`src/rtl/telem_ft_packer_pkg.sv`:
```
// telem_ft_pkg: shared widths, frame length, FSM state type and CRC helper
// for the telemetry-to-FT-bridge packer.
// Build option: TELEM_FT_PACKER_CRC_EN appends a CRC-16-CCITT word to each frame.
package telem_ft_pkg;

    localparam int unsigned PKT_W   = 88;
    localparam int unsigned WORD_W  = 16;
    localparam int unsigned SEQ_W   = 8;
    localparam int unsigned ENTRY_W = PKT_W + SEQ_W;

    localparam logic [WORD_W-1:0] SYNC_WORD_DEF = 16'hA55A;

`ifdef TELEM_FT_PACKER_CRC_EN
    localparam int unsigned FRAME_WORDS = 8;
`else
    localparam int unsigned FRAME_WORDS = 7;
`endif

    localparam logic [15:0] CRC_POLY = 16'h1021;
    localparam logic [15:0] CRC_INIT = 16'hFFFF;

    typedef enum logic {
        ST_IDLE,
        ST_SEND
    } state_t;

    // CRC-16-CCITT update over one 16-bit word, MSB first, no reflection.
    function automatic logic [15:0] crc16_word(input logic [15:0] crc_in,
                                               input logic [15:0] data);
        logic [15:0] c;
        logic [15:0] d;
        logic        fb;
        c = crc_in;
        d = data;
        for (int unsigned i = 0; i < 16; i++) begin
            fb = c[15] ^ d[15];
            c  = {c[14:0], 1'b0};
            if (fb) begin
                c = c ^ CRC_POLY;
            end
            d = {d[14:0], 1'b0};
        end
        return c;
    endfunction

endpackage

```
`src/rtl/telem_ft_packer_if.sv`:
```
// FT bridge user-side transmit port: 16-bit word, byte enables, valid and
// the bridge's full back-pressure flag.
interface telem_ft_packer_if;
    import telem_ft_pkg::*;

    logic [WORD_W-1:0] ui_din;
    logic [1:0]        ui_din_be;
    logic              ui_din_valid;
    logic              ui_din_full;

    // master: the packer driving words; slave: the FT bridge receiving them
    modport master (output ui_din, output ui_din_be, output ui_din_valid, input ui_din_full);
    modport slave  (input ui_din, input ui_din_be, input ui_din_valid, output ui_din_full);

endinterface

```
`src/rtl/telem_ft_packer_fifo.sv`:
```
// telem_pkt_fifo: single-clock packet FIFO holding {seq, packet} entries.
// Read data is the current head (show-ahead); a push into a full FIFO is
// taken only when a pop happens in the same cycle.
module telem_pkt_fifo #(
    parameter int unsigned DEPTH = 4,
    parameter int unsigned WIDTH = 96
) (
    input  logic                     clk_128M,
    input  logic                     rst_128M,
    input  logic                     push,
    input  logic [WIDTH-1:0]         wr_data,
    input  logic                     pop,
    output logic [WIDTH-1:0]         rd_data,
    output logic                     full,
    output logic                     empty,
    output logic [$clog2(DEPTH):0]   count
);

    localparam int unsigned AW = $clog2(DEPTH);

    logic [WIDTH-1:0] mem [DEPTH];
    logic [AW-1:0]    wr_ptr;
    logic [AW-1:0]    rd_ptr;
    logic             do_push;
    logic             do_pop;

    assign full    = (count == (AW + 1)'(DEPTH));
    assign empty   = (count == '0);
    assign do_pop  = pop && !empty;
    assign do_push = push && (!full || do_pop);
    assign rd_data = mem[rd_ptr];

    // Storage array: written on accepted pushes, no reset needed
    always_ff @(posedge clk_128M) begin
        if (do_push) begin
            mem[wr_ptr] <= wr_data;
        end
    end

    // Pointers and occupancy; reset discards all buffered entries
    always_ff @(posedge clk_128M or posedge rst_128M) begin
        if (rst_128M) begin
            wr_ptr <= '0;
            rd_ptr <= '0;
            count  <= '0;
        end else begin
            if (do_push) begin
                wr_ptr <= wr_ptr + 1'b1;
            end
            if (do_pop) begin
                rd_ptr <= rd_ptr + 1'b1;
            end
            case ({do_push, do_pop})
                2'b10:   count <= count + 1'b1;
                2'b01:   count <= count - 1'b1;
                default: count <= count;
            endcase
        end
    end

endmodule

```
`src/rtl/telem_ft_packer.sv`:
```
// telem_ft_packer: buffers 88-bit telemetry packets and frames each one as
// SYNC_WORD followed by 16-bit data words on the FT bridge transmit port.
// Build option: TELEM_FT_PACKER_CRC_EN adds an 8th word carrying
// CRC-16-CCITT over the data words W1..W6.
module telem_ft_packer
    import telem_ft_pkg::*;
#(
    parameter int unsigned       PKT_FIFO_DEPTH = 4,
    parameter logic [WORD_W-1:0] SYNC_WORD      = SYNC_WORD_DEF,
    parameter int unsigned       DROP_CNT_W     = 16
) (
    input  logic                  clk_128M,
    input  logic                  rst_128M,
    input  logic [PKT_W-1:0]      packet_data,
    input  logic                  packet_valid,
    telem_ft_packer_if.master     ft,
    output logic [DROP_CNT_W-1:0] drop_count,
    output logic [SEQ_W-1:0]      seq_num,
    output logic                  busy
);

    localparam logic [2:0] LAST_IDX = 3'(FRAME_WORDS - 1);

    state_t                          state, state_nxt;
    logic [2:0]                      idx, idx_nxt;
    logic [ENTRY_W-1:0]              frame_q;
    logic [ENTRY_W-1:0]              fifo_rd;
    logic                            fifo_full;
    logic                            fifo_empty;
    logic [$clog2(PKT_FIFO_DEPTH):0] fifo_count;
    logic                            pop;
    logic                            accept;
    logic                            drop;
    logic                            xfer;
    logic [WORD_W-1:0]               word;

    assign accept = packet_valid && (!fifo_full || pop);
    assign drop   = packet_valid && fifo_full && !pop;
    assign xfer   = ft.ui_din_valid && !ft.ui_din_full;

    telem_pkt_fifo #(
        .DEPTH (PKT_FIFO_DEPTH),
        .WIDTH (ENTRY_W)
    ) u_fifo (
        .clk_128M (clk_128M),
        .rst_128M (rst_128M),
        .push     (accept),
        .wr_data  ({seq_num, packet_data}),
        .pop      (pop),
        .rd_data  (fifo_rd),
        .full     (fifo_full),
        .empty    (fifo_empty),
        .count    (fifo_count)
    );

    // Sequence numbering of accepted packets and saturating drop count
    always_ff @(posedge clk_128M or posedge rst_128M) begin
        if (rst_128M) begin
            seq_num    <= '0;
            drop_count <= '0;
        end else begin
            if (accept) begin
                seq_num <= seq_num + 1'b1;
            end
            if (drop && (drop_count != '1)) begin
                drop_count <= drop_count + 1'b1;
            end
        end
    end

    // Framing state, word index and the frame register loaded on each pop
    always_ff @(posedge clk_128M or posedge rst_128M) begin
        if (rst_128M) begin
            state   <= ST_IDLE;
            idx     <= '0;
            frame_q <= '0;
        end else begin
            state <= state_nxt;
            idx   <= idx_nxt;
            if (pop) begin
                frame_q <= fifo_rd;
            end
        end
    end

    // Next state: the last-word transfer pops the next packet directly and
    // stays in SEND at W0, so back-to-back frames have no gap cycle.
    always_comb begin
        state_nxt = state;
        idx_nxt   = idx;
        pop       = 1'b0;
        case (state)
            ST_IDLE: begin
                if (!fifo_empty) begin
                    pop       = 1'b1;
                    state_nxt = ST_SEND;
                    idx_nxt   = '0;
                end
            end
            ST_SEND: begin
                if (xfer) begin
                    if (idx == LAST_IDX) begin
                        idx_nxt = '0;
                        if (!fifo_empty) begin
                            pop = 1'b1;
                        end else begin
                            state_nxt = ST_IDLE;
                        end
                    end else begin
                        idx_nxt = idx + 3'd1;
                    end
                end
            end
            default: begin
                state_nxt = ST_IDLE;
                idx_nxt   = '0;
            end
        endcase
    end

`ifdef TELEM_FT_PACKER_CRC_EN
    logic [15:0] crc_q;

    // Running CRC over W1..W6, folded in as each word transfers
    always_ff @(posedge clk_128M or posedge rst_128M) begin
        if (rst_128M) begin
            crc_q <= CRC_INIT;
        end else if (pop) begin
            crc_q <= CRC_INIT;
        end else if (xfer && (idx != 3'd0) && (idx != LAST_IDX)) begin
            crc_q <= crc16_word(crc_q, word);
        end
    end
`endif

    // Word selection for the current frame position
    always_comb begin
        word = '0;
        if (state == ST_SEND) begin
            case (idx)
                3'd0:    word = SYNC_WORD;
                3'd1:    word = frame_q[15:0];
                3'd2:    word = frame_q[31:16];
                3'd3:    word = frame_q[47:32];
                3'd4:    word = frame_q[63:48];
                3'd5:    word = frame_q[79:64];
                3'd6:    word = frame_q[95:80];
`ifdef TELEM_FT_PACKER_CRC_EN
                3'd7:    word = crc_q;
`endif
                default: word = '0;
            endcase
        end
    end

    assign ft.ui_din       = word;
    assign ft.ui_din_be    = 2'b11;
    assign ft.ui_din_valid = (state == ST_SEND);
    assign busy            = (fifo_count != '0) || (state != ST_IDLE);

endmodule

```
`src/flat_wrapper.sv`:
```
// flat-port wrapper written by rule: the top's interface ports become plain ports
module telem_ft_packer_flat import telem_ft_pkg::*;
#(
    parameter int unsigned       PKT_FIFO_DEPTH = 4,
    parameter logic [WORD_W-1:0] SYNC_WORD      = SYNC_WORD_DEF,
    parameter int unsigned       DROP_CNT_W     = 16
)
  (clk_128M, rst_128M, packet_data, packet_valid, drop_count, seq_num, busy, ft_ui_din, ft_ui_din_be, ft_ui_din_valid, ft_ui_din_full);
  telem_ft_packer_if ft_i ();
  input  logic clk_128M;
  input  logic rst_128M;
  input  logic [PKT_W-1:0] packet_data;
  input  logic packet_valid;
  output logic [DROP_CNT_W-1:0] drop_count;
  output logic [SEQ_W-1:0] seq_num;
  output logic busy;
  output wire logic [$bits(ft_i.ui_din)-1:0] ft_ui_din;
  output wire logic [$bits(ft_i.ui_din_be)-1:0] ft_ui_din_be;
  output wire logic [$bits(ft_i.ui_din_valid)-1:0] ft_ui_din_valid;
  input wire logic [$bits(ft_i.ui_din_full)-1:0] ft_ui_din_full;
  assign ft_ui_din = ft_i.ui_din;
  assign ft_ui_din_be = ft_i.ui_din_be;
  assign ft_ui_din_valid = ft_i.ui_din_valid;
  assign ft_i.ui_din_full = ft_ui_din_full;
  telem_ft_packer #(.PKT_FIFO_DEPTH(PKT_FIFO_DEPTH), .SYNC_WORD(SYNC_WORD), .DROP_CNT_W(DROP_CNT_W)) u_core (.clk_128M(clk_128M), .rst_128M(rst_128M), .packet_data(packet_data), .packet_valid(packet_valid), .ft(ft_i), .drop_count(drop_count), .seq_num(seq_num), .busy(busy));
endmodule
```
`config.mk`:
```
export PLATFORM = sky130hd
export DESIGN_NAME = telem_ft_packer_flat
export DESIGN_NICKNAME = d
export VERILOG_FILES = /design/src/rtl/telem_ft_packer_pkg.sv /design/src/rtl/telem_ft_packer_if.sv /design/src/rtl/telem_ft_packer_fifo.sv /design/src/rtl/telem_ft_packer.sv /design/src/flat_wrapper.sv
export SDC_FILE = /design/constraint.sdc
export NUM_CORES = 1
export LEC_CHECK = 0
export BUFFER_PORTS_ARGS = -buffer_cell sky130_fd_sc_hd__buf_4
export CORE_UTILIZATION = 40
export DETAILED_ROUTE_END_ITERATION = 8
export GPL_ROUTABILITY_DRIVEN = 0
export MAX_ROUTING_LAYER = met4
export PLACE_DENSITY = 0.67
export SLEW_MARGIN = 20
export SYNTH_ARGS = -nofsm -noshare
export SYNTH_HDL_FRONTEND = slang
export SYNTH_SLANG_ARGS = --single-unit
```
`constraint.sdc`:
```
create_clock -name clk_128M -period 5.8 [get_ports clk_128M]
set_input_delay 0.58 -clock clk_128M [delete_from_list [all_inputs] [get_ports clk_128M]]
set_output_delay 0.58 -clock clk_128M [all_outputs]
set_load 0.02 [all_outputs]
```
==> results of run 1 <==
power by group through the flow:
stage / clock network [mW] / logic (mW) / registers (mW)
after floorplan: 0 / 2.28 / 5.40
after global placement: 0 / 3.14 / 5.68
after detailed placement: 0 / 3.17 / 5.71
after CTS: 3.50 / 3.18 / 5.64
after global routing: 3.64 / 3.38 / 5.71
final: 3.43 / 3.14 / 5.63
cell type report:
type                    count  share of cell area [%]
flip-flops and latches    515                    63.1
multi-input cells         426                    20.8
clock buffers              76                    6.58
repair buffers            148                    4.78
well taps                 664                    3.54
clock inverters            20                   0.996
inverters                  14                   0.245
diodes                      3                  0.0320
worst max-delay path: stages, from the launching register on:
cell and delay, ns:
dfrtp_1 1.00, nand2_1 0.15, inv_1 0.10, ha_1 0.60
o21ai_1 0.15, buf_4 0.23, a41oi_1 0.44, buf_4 0.24
final timing paths:
check,slack (ns),from,to
setup / recovery,1.72,u_core.idx[0],ft_ui_din[8]
hold / removal,0.18,rst_128M,u_core.frame_q[69]
setup reg to reg,2.23,u_core.idx[0],u_core.u_fifo.mem[3][47]
hold reg to reg,0.49,u_core.frame_q[59],u_core.frame_q[59]
max in group asynchronous,4.45,rst_128M,u_core.u_fifo.rd_ptr[0]
min in group clk_128M,0.19,packet_data[86],u_core.u_fifo.mem[2][86]
metal layers:
layer / GRT usage [%] / part of all wire [%] / vias to the layer above
met5: - / 0 / -
li1: - / - / 4329
met1: 24.4 / 44 / 5247
met3: 4.76 / 6.9 / 57
met4: 4.32 / 1.7 / 0
met2: 27.0 / 48 / 267
synth_stat cells, types with 4 or more instances:
master,instances,area (sq um)
edfxtp_1,384,11500
dfrtp_1,131,3280
mux4_2,96,2160
mux2_2,92,1040
nand2_1,30,113
a21oi_1,21,105
clkbuf_1,19,71.3
buf_2,18,90.1
xor2_1,17,149
a221oi_1,14,123
inv_1,14,52.6
nand3_1,14,70.1
nor2_1,13,48.8
buf_6,11,124
mux2i_1,11,110
nor4_1,11,68.8
xnor2_1,10,87.6
a22o_1,9,78.8
ha_1,8,100
nand4_1,8,50.1
o21ai_0,8,40.0
nand2b_1,7,43.8
a21o_1,6,45.0
mux2_1,6,67.6
o21bai_1,6,45.0
and2_1,5,31.3
buf_4,5,37.5
nor2b_1,5,31.3
nor3_1,5,25.0
and3_1,4,25.0
state kept, by name, indices dropped and copies added (netlist names):
signal / flops
u_core.drop_count: 16
u_core.seq_num: 8
u_core.u_fifo.rd_ptr: 2
u_core.frame_q: 96
u_core.idx: 3
u_core.u_fifo.wr_ptr: 2
u_core.u_fifo.count: 3
u_core.u_fifo.mem: 384
u_core.ft.ui_din_valid: 1
through the flow:
step	instances	total power, mW	setup WS [ns]
CTS	1863	12.3	1.83
floorplan	1010	7.68	1.72
detailed placement	1767	8.88	2.19
global route	1866	12.7	1.60
global placement	1767	8.81	2.23
finish	1866	12.2	1.72
cells by family after synthesis:
logic type	share of synthesized area [%]
xor+xnor	1.18
buf+inv	1.91
other cells	0.0187
fa+ha+maj	0.599
simple gates	2.96
flops	73.9
compound gates	2.62
mux	16.8
layout by cell type (no fill, tap or decap), types with 7 or more instances in the layout:
master | Yosys | final
o21ai_0 | 8 | 8
xor2_1 | 17 | 17
nand2b_1 | 7 | 7
inv_1 | 14 | 13
nor2_1 | 13 | 13
mux2_2 | 92 | 92
nand2_1 | 30 | 30
mux2i_1 | 11 | 11
clkbuf_8 | 0 | 9
nand3_1 | 14 | 14
edfxtp_1 | 384 | 384
ha_1 | 8 | 8
nand4_1 | 8 | 8
dfrtp_1 | 131 | 129
mux4_2 | 96 | 96
a22o_1 | 9 | 9
a21oi_1 | 21 | 21
nor4_1 | 11 | 11
clkbuf_1 | 19 | 12
xnor2_1 | 10 | 10
clkbuf_16 | 0 | 55
a221oi_1 | 14 | 14
buf_4 | 5 | 147
clkinv_2 | 0 | 10
==> qor.yml, run 1 <==
route:
  route.detailed.drc: 0
  vias: 9900
  drt_pass1_iterations: 4
  drtAntennaViolNets: 0
  routed_via_density: 5.31
  routed_wl_microns: 43400
  drtIter0Drc: 897
  routed_wire_length_per_instance_microns: 23.3
power:
  powerDensity_nw_per_um2: 519
  p_sw_mw: 3.64
  pwr-share-clk_pct: 28.1
  switching_share_pct: 29.9
  internal_power_mw: 8.55
  seqPwrFrac_pct: 46.2
  vdd_drop_max_uv: 351
  p_leak_nw: 8.48
  power_frac_comb_pct: 25.7
synthesis:
  synth_seq_cells: 515
  syn_area_per_cell_sq_um: 19.9
  ys_types: 48
  synth_warnings: 0
  syn-instance-count: 1009
  seq_area_frac_synth_pct: 73.9
  async_reset_ff_share_pct: 25.4
  synth_flop_cell: "edfxtp_1"
  synth_area_sq_um: 20000
  synth_edf_count: 384
floorplanning:
  die_w_microns: 226
  rows: 81
  design.core.area_sq_um: 49200
  pin_count: 136
  die_h_microns: 226
  dieArea_sq_um: 51000
  initial_core_util_pct: 40.8
global_route:
  grt_pass1_wl_microns: 64900
  antenna_found_initial: 3
  overflow: 0
  grt_usage_pct: 18.0
  grt_start_max_net_pins: 99
  grt_pass1_vias: 10100
clock_tree:
  clk_path_buf_depth: 3
  cts_root_buffer: "clkbuf_16"
  numCtsBuffers: 52
  cts_tree: "yes"
  cts_num_sinks: 515
  cts_hold_buffers: 0
  clk_pin_slew_worst_paths_ns: 0.06
  worstSkewPairLatency_ns: 0.59
  cts_setup_buffers: 0
  cts-htree-levels: 2
  cts-resized-gates: 0
worst_setup_path:
  start_kind: "flop"
  crit_arrival_ns: 3.50
  crit_type: "reg -> out"
  ff2ff_path_depth: 4
  critPathCaptureType: "primary output"
  crit_path_max_fanout: 28
  cp.required_ns: 5.22
timing:
  finClkSkew_ns: 0.0150
  hold_ws_ns: 0.184
  rsz0062_at_grt: "no"
  setup_violations: 0
  period_minus_slack_ns: 4.08
  worst_pin_slew_ns: 1.00
  min_period_over_period_pct: 70.3
  fmax_ghz: 0.245
  maxSlewViolCount: 0
  tns_ns: 0
  hold_violations: 0
  max_slew_margin_pct: 33.3
finish:
  fin_area_sq_um: 23500
  seq_area_sq_um: 14800
  fillers: 4042
  postLayoutCoreUtil_pct: 47.8
  area_growth_pct: 17.2
  drive_gt1_share_pct: 35.9
  layout.nets: 1258
  multiInputGateArea_sq_um: 4880
status:
  status: "finished, final reports clean"
place:
  dpl_cell_area_sq_um: 21700
  dp_hpwl_microns: 27700
  port_buffers: 133
job:
  maxCapViolations: 0
min_path:
  hold_path.class: "in -> async"
Note: power is estimated with default switching activity, not from simulation.
==> run 2, diff against run 1 <==
- clock period: 5.8 -> 4.2 ns (I/O delays scaled with it)
==> qor.yml, run 2 (synthesis gave the netlist of run 1 again) <==
timing:
  fmax_ghz: 0.270
  worst_pin_slew_ns: 1.01  # +0.00837 ns
  hold_ws_ns: 0.0322  # -0.152 ns
  max_slew_margin_pct: 32.8  # -0.56 points
  setup_violations: 0  # unchanged
  min_period_over_period_pct: 88.2
  period_minus_slack_ns: 3.71
  finClkSkew_ns: 0.0103  # -0.00466 ns
  rsz0062_at_grt: "no"
  tns_ns: 0  # unchanged
  maxSlewViolCount: 0  # unchanged
  hold_violations: 0  # unchanged
worst_setup_path:
  r2r_start: "u_core.idx[1]"
  cp_slowest_stage_delay_ns: 0.79  # -0.21 ns
  crit_type: "reg -> out"
  critPathCaptureType: "primary output"
  r2r_slack_ns: 1.44  # -0.79 ns
  crit_chain: "nand2_1 > inv_1 > ha_1 > o21ai_2 > a41oi_1 > buf_4"
  crit_arrival_ns: 3.29  # -0.21 ns
  cp.required_ns: 3.78  # -1.44 ns
  start_kind: "flop"
  timing.rr.end: "u_core.u_fifo.mem[2][24]"
  crit_path_max_fanout: 25  # -11%
  crit_path_top_delay_cell: "dfrtp_1"
  ff2ff_path_depth: 5  # +1
global_route:
  grt_pass1_vias: 10000  # -0.98%
  top_usage_layer: "met2"
  overflow: 0  # unchanged
  grt_pass1_wl_microns: 64400  # -0.76%
  grt_use_met3_pct: 4.75  # -0.013 points
  met1_usage_pct: 24.0  # -0.42 points
  grtUsageMet2_pct: 26.7  # -0.30 points
  grt_usage_pct: 17.8  # -0.14 points
  grt_start_max_net_pins: 100  # +1.0%
  antenna_found_initial: 2  # -1
min_path:
  hold_path_end: "u_core.u_fifo.mem[1][7]"
  min_from: "packet_data[7]"
  holdPathStages: 1
  hold_path.class: "in -> reg"
route:
  route.detailed.drc: 0  # unchanged
  drtIter0Drc: 851  # -5.1%
  routed_wire_length_per_instance_microns: 23.0  # -1.1%
  drt_pass1_iterations: 5  # +1
  routed_wl_microns: 43200  # -0.49%
  drtAntennaViolNets: 0  # unchanged
  vias: 9850  # -0.51%
  routed_via_density: 5.25  # -1.1%
clock_tree:
  numCtsBuffers: 53  # +1.9%
  clk_path_buf_depth: 3  # unchanged
  worstSkewPairLatency_ns: 0.58  # about the same
  cts-resized-gates: 0  # unchanged
  cts-htree-levels: 2  # unchanged
  clk_pin_slew_worst_paths_ns: 0.06  # about the same
  cts_root_buffer: "clkbuf_16"
  cts_num_sinks: 515  # unchanged
  cts_tree: "yes"
power:
  vdd_drop_max_uv: 352  # +0.31%
  p_leak_nw: 8.50  # +0.24%
  powerDensity_nw_per_um2: 715  # +38%
  p_total_mw: 16.9  # +38%
floorplanning:
  initial_core_util_pct: 40.8  # unchanged
  design.core.area_sq_um: 49200  # unchanged
  die_h_microns: 226  # unchanged
  dieArea_sq_um: 51000  # unchanged
  rows: 81  # unchanged
  die_w_microns: 226  # unchanged
  pin_count: 136  # unchanged
job:
  maxCapViolations: 0  # unchanged
finish:
  fillers: 4063  # +0.52%
  layout.nets: 1266  # +0.64%
  top_register: "u_core.u_fifo.mem"
  area_growth_pct: 17.6
  reg.largest.list: "u_core.u_fifo.mem x384, u_core.frame_q x96, u_core.drop_count x16"
  instances_no_fill: 1877  # +0.59%
  layout_common_cells: "edfxtp_1 (384), buf_4 (146), dfrtp_1 (129)"
  postLayoutCoreUtil_pct: 48.0  # +0.17 points
  largest_register_ff_count: 384  # unchanged
  final_common_cell: "edfxtp_1"
  drive_gt1_share_pct: 35.9  # -0.079 points
place:
  dp.cells: 1771  # +0.23%
  port_buffers: 133  # unchanged
  dp_hpwl_microns: 28100  # +1.2%
status:
  status: "finished, final reports clean"
run 2: worst max path at each step:
stage / to / start / cells after the start
CTS: ft_ui_din[8] / u_core.idx[1] / 6
global route: ft_ui_din[8] / u_core.idx[1] / 6
global placement: ft_ui_din[8] / u_core.idx[1] / 6
detailed placement: ft_ui_din[8] / u_core.idx[1] / 6
floorplan: u_core.u_fifo.mem[0][0] / u_core.ft.ui_din_valid / 5
finish: ft_ui_din[8] / u_core.idx[1] / 6
run 2: through the flow:
step,area [sq um],worst slack [ns]
2_1_floorplan,20100,0.136
3_3_place_gp,21800,1.03
3_5_place_dp,21800,0.960
4_1_cts,23600,0.326
5_1_grt,23600,0.326
6_report,23600,0.494
run 2: repair_timing:
action                    4_1_cts  5_1_grt
setup buffers                   0        0
hold endpoints to repair       68        0
hold buffers                    3        0
run 2: layout make-up:
class | instances | area (sq um) | share of cell area [%]
clock buffer | 80 | 1550 | 6.58
sequential | 515 | 14800 | 62.8
tap | 664 | 831 | 3.52
clock inverter | 20 | 185 | 0.785
timing repair buffer | 155 | 1250 | 5.29
inverter | 14 | 57.6 | 0.244
antenna | 3 | 7.51 | 0.0318
multi-input combinational | 426 | 4880 | 20.7
run 2: worst max-delay path, delay by kind of cell, from the launching register on:
kind | cells | cell delay, ns
flip-flops | 1 | 0.79
buffers and inverters | 2 | 0.32
AO/OA/AOI/OAI | 2 | 0.82
AND/OR/NAND/NOR | 1 | 0.18
adder cells (fa/ha/maj) | 1 | 0.58
run 2: routing by layer:
metal / share of wire, % / vias to the layer above / wire [microns]
met5: 0 / - / 0
met4: 1.9 / 0 / 830
met3: 7.3 / 62 / 3160
met2: 48 / 262 / 20600
met1: 43 / 5171 / 18600
li1: - / 4355 / -
run 2: power breakdown:
group / internal, mW / leakage [nW] / switching (mW)
logic: 2.12 / 2.51 / 2.30
clock network: 2.73 / 0.851 / 1.89
registers: 6.90 / 5.14 / 0.915
total: 11.8 / 8.50 / 5.10
==> run 3, diff against run 2 <==
- GPL_TIMING_DRIVEN: unset -> 0
==> qor.yml, run 3 (synthesis gave the netlist of run 1 again) <==
timing:
  fmax_ghz: 0.255  # -5.6%
  max_slew_margin_pct: 47.9  # +15 points
  period_minus_slack_ns: 3.92  # +0.219 ns
  hold_violations: 0  # unchanged
  rsz0062_at_grt: "no"
  finClkSkew_ns: 0.0115  # +0.00117 ns
  min_period_over_period_pct: 93.4  # +5.2 points
  layout_setup_ws_ns: 0.275  # -0.219 ns
  maxSlewViolCount: 0  # unchanged
  worst_pin_slew_ns: 0.782  # -0.226 ns
  setup_violations: 0  # unchanged
  tns_ns: 0  # unchanged
floorplanning:
  design.core.area_sq_um: 49200  # unchanged
  pin_count: 136  # unchanged
  dieArea_sq_um: 51000  # unchanged
  die_w_microns: 226  # unchanged
  rows: 81  # unchanged
  initial_core_util_pct: 40.8  # unchanged
  die_h_microns: 226  # unchanged
worst_setup_path:
  crit_path_top_delay_cell: "a41oi_1"
  crit_chain: "buf_2 > inv_1 > clkbuf_1 > ha_1 > clkbuf_1 > clkbuf_1 > a32oi_1 > a41oi_1 > buf_4"
  critPathLaunch: "u_core.idx[2]"
  crit_top_cell: "clkbuf_1"
  crit_path_max_fanout: 10  # -60%
  crit_arrival_ns: 3.50  # +0.21 ns
  crit_type: "reg -> out"
  critPathCaptureType: "primary output"
  cp.required_ns: 3.78  # about the same
  start_kind: "flop"
  r2r_start: "u_core.idx[0]"
  cp_slowest_stage_delay_ns: 0.49  # -0.30 ns
  crit_buf_inv: 6  # +4
  path_delay_family: "buffers and inverters"
route:
  drtAntennaViolNets: 0  # unchanged
  drt_pass1_iterations: 6  # +1
  routed_wire_length_per_instance_microns: 22.9  # -0.30%
  routed_via_density: 5.22  # -0.45%
  drtIter0Drc: 794  # -6.7%
  routed_wl_microns: 43900  # +1.7%
  route.detailed.drc: 0  # unchanged
  vias: 10000  # +1.6%
finish:
  postLayoutCoreUtil_pct: 48.5  # +0.51 points
  final_common_cell: "edfxtp_1"
  drive_gt1_share_pct: 35.9  # +0.081 points
  instances_no_fill: 1915  # +2.0%
  area_growth_pct: 18.8
  top_register: "u_core.u_fifo.mem"
  reg.largest.list: "u_core.u_fifo.mem x384, u_core.frame_q x96, u_core.drop_count x16"
  layout_common_cells: "edfxtp_1 (384), buf_4 (138), dfrtp_1 (131)"
  largest_register_ff_count: 384  # unchanged
  fin_area_sq_um: 23800  # +1.1%
  layout.nets: 1308  # +3.3%
  fillers: 4044  # -0.47%
clock_tree:
  clk_path_buf_depth: 3  # unchanged
  cts_tree: "yes"
  cts_root_buffer: "clkbuf_16"
  cts-resized-gates: 0  # unchanged
  worstSkewPairLatency_ns: 0.58  # about the same
  cts-htree-levels: 2  # unchanged
  numCtsBuffers: 52  # -1.9%
  clk_pin_slew_worst_paths_ns: 0.06  # about the same
  cts_num_sinks: 515  # unchanged
power:
  power_frac_comb_pct: 28.6  # +2.4 points
  vdd_drop_max_uv: 295  # -16%
  seqPwrFrac_pct: 44.3  # -2.1 points
  p_sw_mw: 5.16  # +1.2%
  internal_power_mw: 11.8  # +0.54%
  switching_share_pct: 30.4  # +0.14 points
  pwr-share-clk_pct: 27.0  # -0.4 points
  powerDensity_nw_per_um2: 713  # -0.32%
  p_leak_nw: 8.62  # +1.3%
global_route:
  grt_usage_pct: 18.3  # +0.46 points
  top_usage_layer: "met2"
  overflow: 0  # unchanged
  antenna_found_initial: 2  # unchanged
  grt_pass1_wl_microns: 65600  # +1.8%
  grtUsageMet2_pct: 27.5  # +0.84 points
  grt_start_max_net_pins: 106  # +6.0%
  grt_use_met3_pct: 4.29  # -0.46 points
  grt_pass1_vias: 10200  # +1.9%
  met1_usage_pct: 25.1  # +1.1 points
place:
  dpl_cell_area_sq_um: 22100  # +1.5%
  dp_hpwl_microns: 30000  # +6.8%
  dp.cells: 1816  # +2.5%
  port_buffers: 133  # unchanged
  dp_slack_ns: 0.918  # -0.0425 ns
min_path:
  min_from: "packet_data[11]"
  hold_path.class: "in -> reg"
status:
  status: "finished, final reports clean"
job:
  maxCapViolations: 0  # unchanged
run 3: cell count changes in the layout (fill, tap and decap cells not counted), moves of 3 or more:
| cell | before | now |
|---|---|---|
| buf_6 | 0 | 11 |
| inv_6 | 3 | 0 |
| buf_16 | 0 | 5 |
| buf_2 | 0 | 18 |
| buf_4 | 146 | 138 |
| clkbuf_8 | 8 | 5 |
| clkbuf_1 | 17 | 36 |
run 3: per-layer routing:
| layer | vias to the layer above | wire length [microns] | share of wire [%] |
|---|---|---|---|
| met5 | - | 0 | 0 |
| met4 | 0 | 907 | 2.1 |
| met3 | 62 | 2950 | 6.7 |
| met2 | 263 | 20700 | 47 |
| met1 | 5255 | 19300 | 44 |
| li1 | 4424 | - | - |
run 3: final timing paths:
path,endpoint,slack [ns],depth (start not counted)
max reg2reg,u_core.u_fifo.count[2],1.34,10
max in group asynchronous,u_core.frame_q[53],3.06,4
min reg2reg,u_core.frame_q[57],0.48,1
min in group asynchronous,u_core.seq_num[1],0.34,3
max,ft_ui_din[8],0.28,9
min,u_core.u_fifo.mem[2][11],0.04,1
run 3: power by group through the flow:
stage	Clock, mW	Combinational (mW)	Sequential, mW
floorplan	0	3.15	7.46
global placement	0	4.71	7.73
detailed placement	0	4.92	7.63
CTS	4.69	4.94	7.53
global route	4.88	5.22	7.64
finish	4.59	4.86	7.53
run 3: metrics by stage:
step	hold WS, ns	total power [mW]
4_1_cts	0.00230	17.2
3_5_place_dp	0.392	12.6
2_1_floorplan	0.457	10.6
6_report	0.0366	17.0
5_1_grt	0.00840	17.7
3_3_place_gp	0.467	12.4
run 3: cell type report:
class	count	area (sq um)	area share, %
clock inverters	21	235	0.987
diodes	2	5.00	0.0210
plain buffers	55	330	1.39
clock buffers	75	1460	6.12
flip-flops and latches	515	14800	62.2
well taps	664	831	3.49
repair buffers	143	1230	5.15
multi-input cells	426	4870	20.4
inverters	14	60.1	0.252
run 3: timing repair:
action                                  4_1_cts  5_1_grt
setup buffers                                 0        0
hold buffers                                  1        0
hold endpoints to repair                     26        0
endpoints found under the setup margin        0        0
